==> src/rtl/fifo_wr_arbiter.sv <==
// Round-robin arbiter sharing the syn_fifo write port among NUM_REQ valid/ready producers.
// Each grant lasts up to BURST_LEN words and is throttled by the FIFO full flag.
module fifo_wr_arbiter #(
  parameter int NUM_REQ    = 4,
  parameter int DATA_WIDTH = 16,
  parameter int BURST_LEN  = 4
) (
  input  logic                          clk_i,
  input  logic                          rst_i,
  input  logic                          enable_i,
  input  logic [NUM_REQ-1:0]            req_valid_i,
  input  logic [NUM_REQ*DATA_WIDTH-1:0] req_data_i,
  output logic [NUM_REQ-1:0]            req_ready_o,
  input  logic                          fifo_full_i,
  output logic                          wr_o,
  output logic [DATA_WIDTH-1:0]         data_o,
  output logic [NUM_REQ-1:0]            grant_o,
  output logic                          busy_o
);

  localparam int PTR_W = $clog2(NUM_REQ);
  localparam int CNT_W = $clog2(BURST_LEN + 1);
  localparam logic [CNT_W-1:0] LAST_CNT = CNT_W'(BURST_LEN - 1);

  typedef enum logic [0:0] {
    ST_IDLE,
    ST_BURST
  } state_t;

  state_t             state;
  logic [NUM_REQ-1:0] grant;
  logic [PTR_W-1:0]   ptr;
  logic [PTR_W-1:0]   owner;
  logic [CNT_W-1:0]   burst_cnt;
  logic               busy;

  logic [PTR_W:0]     pick;
  logic               owner_vld;
  logic               xfer;
  logic               release_burst;

  function automatic logic [PTR_W-1:0] next_idx(input logic [PTR_W-1:0] idx);
    return (int'(idx) == NUM_REQ - 1) ? '0 : idx + PTR_W'(1);
  endfunction

  // Returns {found, index} of the first valid requester at or after start, wrapping.
  function automatic logic [PTR_W:0] rr_pick(input logic [NUM_REQ-1:0] vld,
                                             input logic [PTR_W-1:0]   start);
    logic             found;
    logic [PTR_W-1:0] idx;
    logic [PTR_W-1:0] cand;
    found = 1'b0;
    idx   = '0;
    cand  = start;
    for (int i = 0; i < NUM_REQ; i++) begin
      if (!found && vld[cand]) begin
        found = 1'b1;
        idx   = cand;
      end
      cand = next_idx(cand);
    end
    return {found, idx};
  endfunction

  assign pick          = rr_pick(req_valid_i, ptr);
  assign owner_vld     = req_valid_i[owner];
  assign xfer          = busy & owner_vld & ~fifo_full_i;
  assign release_burst = ~owner_vld | (xfer & (burst_cnt == LAST_CNT));

  // Write side is combinational so a word moves in the same cycle it is accepted.
  assign req_ready_o = busy ? (grant & {NUM_REQ{~fifo_full_i}}) : '0;
  assign wr_o        = xfer;
  assign data_o      = xfer ? req_data_i[int'(owner)*DATA_WIDTH +: DATA_WIDTH] : '0;
  assign grant_o     = grant;
  assign busy_o      = busy;

  always_ff @(posedge clk_i or posedge rst_i) begin
    if (rst_i) begin
      state     <= ST_IDLE;
      grant     <= '0;
      ptr       <= '0;
      owner     <= '0;
      burst_cnt <= '0;
      busy      <= 1'b0;
    end else begin
      case (state)
        ST_IDLE: begin
          if (enable_i && pick[PTR_W]) begin
            state     <= ST_BURST;
            busy      <= 1'b1;
            owner     <= pick[PTR_W-1:0];
            grant     <= NUM_REQ'(1) << pick[PTR_W-1:0];
            burst_cnt <= '0;
          end
        end
        ST_BURST: begin
          if (release_burst) begin
            state     <= ST_IDLE;
            busy      <= 1'b0;
            grant     <= '0;
            ptr       <= next_idx(owner);
            burst_cnt <= '0;
          end else if (xfer) begin
            burst_cnt <= burst_cnt + CNT_W'(1);
          end
        end
        default: begin
          state <= ST_IDLE;
          busy  <= 1'b0;
          grant <= '0;
        end
      endcase
    end
  end

endmodule

==> config.mk <==
export PLATFORM = sky130hd
export DESIGN_NAME = fifo_wr_arbiter
export DESIGN_NICKNAME = d
export VERILOG_FILES = /design/src/rtl/fifo_wr_arbiter.sv
export SDC_FILE = /design/constraint.sdc
export NUM_CORES = 1
export LEC_CHECK = 0
export ABC_AREA = 1
export CAP_MARGIN = 0
export CORE_MARGIN = 10
export CORE_UTILIZATION = 38
export CTS_CLUSTER_DIAMETER = 40
export DETAILED_ROUTE_END_ITERATION = 10
export PLACE_DENSITY_LB_ADDON = 0.05
export SLEW_MARGIN = 20
export SYNTH_ARGS = -nofsm -noshare
export SYNTH_HDL_FRONTEND = slang
export SYNTH_SLANG_ARGS = --single-unit
==> constraint.sdc <==
create_clock -name clk_i -period 2.05 [get_ports clk_i]
set_input_delay 0.5125 -clock clk_i [delete_from_list [all_inputs] [get_ports clk_i]]
set_output_delay 0.5125 -clock clk_i [all_outputs]
set_load 0.05 [all_outputs]
Word level (Yosys, flattened, before mapping)

Index checks and enable logic that the tools add are counted.
W data, S select, Z words.

Register bits: 13
Bits of input ports: 72
Output and inout port bits: 26
Logic and storage cells: 82

$add $sub $neg: 5
Magnitude comparators: 5
Equal/unequal tests: 8
Shifts and indexed selects: 2
Muxes and demuxes: 37
Bitwise logic cells: 8
Reductions and logical operators: 11

Operator list:

| cell                  | count |
|---|---|
| $shiftx A64 B7 Y16    | 1 |
| $mux W16              | 1 |
| $mux W2               | 8 |
| $lt A2 B3 Y1 const B  | 5 |
| $mux W1               | 13 |
| $mux W4               | 3 |
| $bmux W1 S2           | 5 |
| $mux W3               | 3 |
| $add A2 B1 Y2 const B | 4 |
| $eq A2 B1 Y1 const B  | 4 |
| $pmux W4 S2           | 1 |
| $reduce_and A2 Y1     | 4 |
| $pmux W3 S2           | 1 |
| $and A4 B4 Y4         | 1 |
| $logic_and A1 B1 Y1   | 4 |
| $pmux W1 S2           | 2 |
| $shl A1 B2 Y4 const A | 1 |
| $add A3 B1 Y3 const B | 1 |
| $and A1 B1 Y1         | 3 |
| $eq A3 B2 Y1 const B  | 1 |
| $logic_not A1 Y1      | 3 |
| $ne A3 B1 Y1 const B  | 1 |
| $not A1 Y1            | 3 |
| $ne A2 B1 Y1 const B  | 1 |
| 2 further kinds       | 2 |

Depth between registers and ports, before layout

Depth after elaboration: 15
Gate-level depth with buffers: 14
Depth with buffers taken out: 14

Worst setup path after synthesis

No wires, ideal clock.

Path kind: register to output
Start: register busy, in the netlist busy_o
End: output port data_o[10]
Data arrival time: 2.815 ns
Data required time: 1.537 ns
Path slack: -1.277 ns
Cell stages (with the launch flop): 8
Buffers on the path: 1
Cell sequence: dfrtp_1 inv_1 nor2_1 inv_1 nor2_1 inv_2 buf_2 a21oi_1

Cells in the longest elaborated chain, start to end: 3

RTL lines:

| item                        | RTL line | RTL |
|---|---|---|
| from (decl)                 | 35       | `logic busy;` |
| from (signal assigned)      | 84       | `busy <= 1'b0;` |
| from (signal assigned)      | 90       | `busy <= 1'b1;` |
| from (signal assigned)      | 99       | `busy <= 1'b0;` |
| $and A1 B1 Y1 (2 in series) | 67       | `assign xfer = busy & owner_vld & ~fifo_full_i;` |
| named net wr_o              | 15       | `output logic wr_o,` |
| $mux W16                    | 73       | `assign data_o = xfer ? req_data_i[int'(owner)*DATA_WIDTH +: DATA_WIDTH] : '0;` |
| to (decl)                   | 16       | `output logic [DATA_WIDTH-1:0] data_o,` |

The timed path passes the listed nets, and every way through them passes these cells.

Worst setup path in the final report

Start: register owner[0]
End: output port data_o[3]

Cells in the longest elaborated chain, start to end: 5
Elaborated cells on any way between the ends: 6
Those cells by class: shift (1); mux (3); bitwise (2)

RTL lines:

| item                                                       | RTL line | RTL |
|---|---|---|
| from (decl)                                                | 33       | `logic [PTR_W-1:0] owner;` |
| from (signal assigned)                                     | 91       | `owner <= pick[PTR_W-1:0];` |
| branches (longest 4 deep; another with $shiftx A64 B7 Y16) | --       |  |
| $mux W16 *                                                 | 73       |  |

Mark *: on every way between the ends. The select of a mux whose other input is x is not followed.

==> flow_summary.yaml <==
floorplanning:
  die_area_sq_um: 7320
  start_util_pct: 40.0
  core.rowCount: 23
  dieHeight_um: 85.6
  core_sq_um: 4090
  fp.dieW_um: 85.6
  ioPinCount: 98
drt:
  vias: 2284
  routedWlPerCell_um: 15.8
  drc: 0
  drt-initial-drc-count: 131
  vias_per_cell: 5.11
  wirelength_um: 7070
  detail-route-antenna-nets: 0
  dr.pass1.iters: 4
global_routing:
  antenna_found_initial: 0
  grt_remaining_overflow: 0
  grt.total_usage_pct: 17.2
  grt_pass1_vias: 2291
  grt_max_degree: 21
  grt_pass1_wl_um: 10600
timing:
  fmax_mhz: 450
  worstMarginPinSlew_ns: 0.499
  min_period_ns: 2.22
  finClkSkew_ns: 0.00619
  hold_viol: 0
  setup_viol: 16
  rsz0062_at_grt: "yes"
  drv_slew: 0
  slew_headroom_pct: 66.6
  worst_slack_ns: -0.174
  finalCritPeriodShare_pct: 108
  setup_tns_ns: -1.66
worst_setup_path:
  required_ns: 1.54
  crit_path_start_kind: "flop"
  crit_arrival_ns: 1.71
  critical_path_class: "flop to primary output"
  crit_path_end_kind: "primary output"
  path_max_fanout: 16
place:
  port_buffers: 97
  dp_cells: 436
  dp_hpwl_um: 5350
  placed_cell_area_sq_um: 2950
  place.gp.congestion: 0.873
clocking:
  clkSinkCount: 13
  cts-buffers-inserted: 3
  h-tree-depth: 1
  cts_buffer_depth: 2
  cts_tree: "yes"
  cts.reportedPaths.clkPinSlew_ns: 0.06
  clk_latency_ns: 0.25
  cts_root_buf: "clkbuf_8"
pwr:
  p_sw_share_pct: 57.4
  clkPwrFrac_pct: 4.7
  power.internal_uw: 2100
  p_sw_uw: 2830
  powerDensity_nw_per_um2: 1520
  vdd_drop_max_v: 0.000736
  power_frac_seq_pct: 9.4
  power.total_uw: 4930
  power.share.combinational_pct: 85.9
  p_leak_uw: 0.00143
yosys:
  synthFlopType: "dfrtp_1"
  yosys-top-cells-area: "dfrtp_1, nor2_1, o21ai_0"
  synth_commonest_cells: "nor2_1, nand2_1, o21ai_0"
  yosysSeqAreaShare_pct: 19.9
  yosysMostFrequentCell: "nor2_1"
  syn_avg_cell_area_sq_um: 5.84
  synth_edf_count: 0
  synth_seq_cells: 13
  synth_top_area_share_pct: 19.9
  async_reset_ff_share_pct: 100
  yosys_warnings: 0
  syn-num-nets: 356
  yosys.area.top_type: "dfrtp_1"
  syn_inst: 280
  synthDistinctLibCells: 27
  syn_area_sq_um: 1630
finish:
  postLayoutCellArea_sq_um: 3250
  nFillCells: 290
  drive_above_1_share_pct: 33.8
  antenna_cells: 0
  nNetsFinal: 474
  final_cells: 447
  area_growth_pct: 98.9
outcome:
  status: "finished with violations"
  failed_checks: "setup timing"
worst_hold_path:
  min_path_type: "flop to flop"
job:
  max_cap_viol_count: 0
[cell families (layout without fill, tap and decap cells)]
| group | count (synthesis) | in the layout | synth area share [%] |
|---|---|---|---|
| AOI/OAI and AO/OA | 63 | 63 | 20.1 |
| DFF | 13 | 13 | 19.9 |
| buffers and inverters | 40 | 156 | 10.3 |
| and+or+nand+nor | 160 | 161 | 46.6 |
| adders and majority gates | 4 | 4 | 3.06 |
[cell usage in the layout (no fill, tap or decap), drive strengths merged]
master | netlist | layout
dlygate4sd2 | 0 | 1
dfrtp | 13 | 13
clkbuf | 4 | 4
a21oi | 19 | 19
clkdlybuf4s50 | 0 | 67
o21a | 1 | 1
o21ai | 41 | 41
clkinvlp | 0 | 1
nand3 | 25 | 25
nand4 | 2 | 2
nand2 | 54 | 54
o31ai | 1 | 1
clkdlybuf4s15 | 0 | 3
nor3 | 1 | 1
inv | 28 | 29
buf | 8 | 51
ha | 4 | 4
nor2 | 78 | 79
o22ai | 1 | 1
[sequential cells by signal, summed over array words and instances, names as in the netlist]
register / cells
state: 1
busy_o: 1
owner: 2
grant_o: 4
burst_cnt: 3
ptr: 2
[metrics by stage]
| step | util, % | worst slack [ns] | hold WS (ns) |
|---|---|---|---|
| after floorplan | - | -0.186 | 0.389 |
| after global placement | 72.1 | -0.389 | 0.461 |
| after detailed placement | 72.1 | -0.435 | 0.466 |
| after CTS | 75.7 | -0.124 | 0.490 |
| after global routing | 79.5 | -0.258 | 0.507 |
| final | 79.5 | -0.174 | 0.485 |
[routing by layer]
| layer | GRT usage (%) | vias up | routed length [um] |
|---|---|---|---|
| met5 | 0 | - | 0 |
| met4 | 5.39 | 0 | 162 |
| met3 | 7.95 | 15 | 828 |
| met2 | 31.1 | 92 | 3590 |
| met1 | 17.2 | 1029 | 2490 |
| li1 | - | 1148 | - |
[critical path, cell delays in order, from the launching register on]
cell	delay (ns)
dfrtp_2	0.49
clkinvlp_4	0.24
buf_12	0.21
o21ai_1	0.26
a21oi_4	0.09
buf_8	0.16
[path summary, 6_finish.rpt]
check	depth (start not counted)	start	to	slack, ns
setup / recovery	5	owner[0]	data_o[3]	-0.17
hold / removal	2	burst_cnt[2]	burst_cnt[2]	0.49
setup reg to reg	11	ptr[1]	grant_o[2]	0.17
hold reg to reg	2	burst_cnt[2]	burst_cnt[2]	0.49
max in group asynchronous	2	rst_i	owner[1]	1.11
min in group asynchronous	2	rst_i	state	0.58
[layout make-up]
class	instances	area (sq um)	share of cell area, %
Multi-Input combinational cell	228	1390	42.7
Timing Repair Buffer	122	1280	39.4
Sequential cell	13	329	10.1
Inverter	28	121	3.74
Tap cell	50	62.6	1.93
Clock buffer	4	45.0	1.39
Timing Repair inverter	2	22.5	0.693
[power groups by stage]
stage	combinational (uW)	clock [uW]	sequential [uW]
2_1_floorplan	2620	0	534
3_3_place_gp	3690	0	446
3_5_place_dp	3760	0	450
4_1_cts	3930	229	453
5_1_grt	4620	251	476
6_report	4240	233	462
[what timing repair did]
action | 4_1_cts | 5_1_grt
endpoints found under the hold margin | 0 | 0
cloned | 2 | 1
setup endpoints to repair | 21 | 22
hold buffers | 0 | 0
pin swaps | 5 | 1
gates resized for setup | 43 | 52
buffers inserted | 2 | 3
Note: power is estimated with default switching activity, not from simulation.
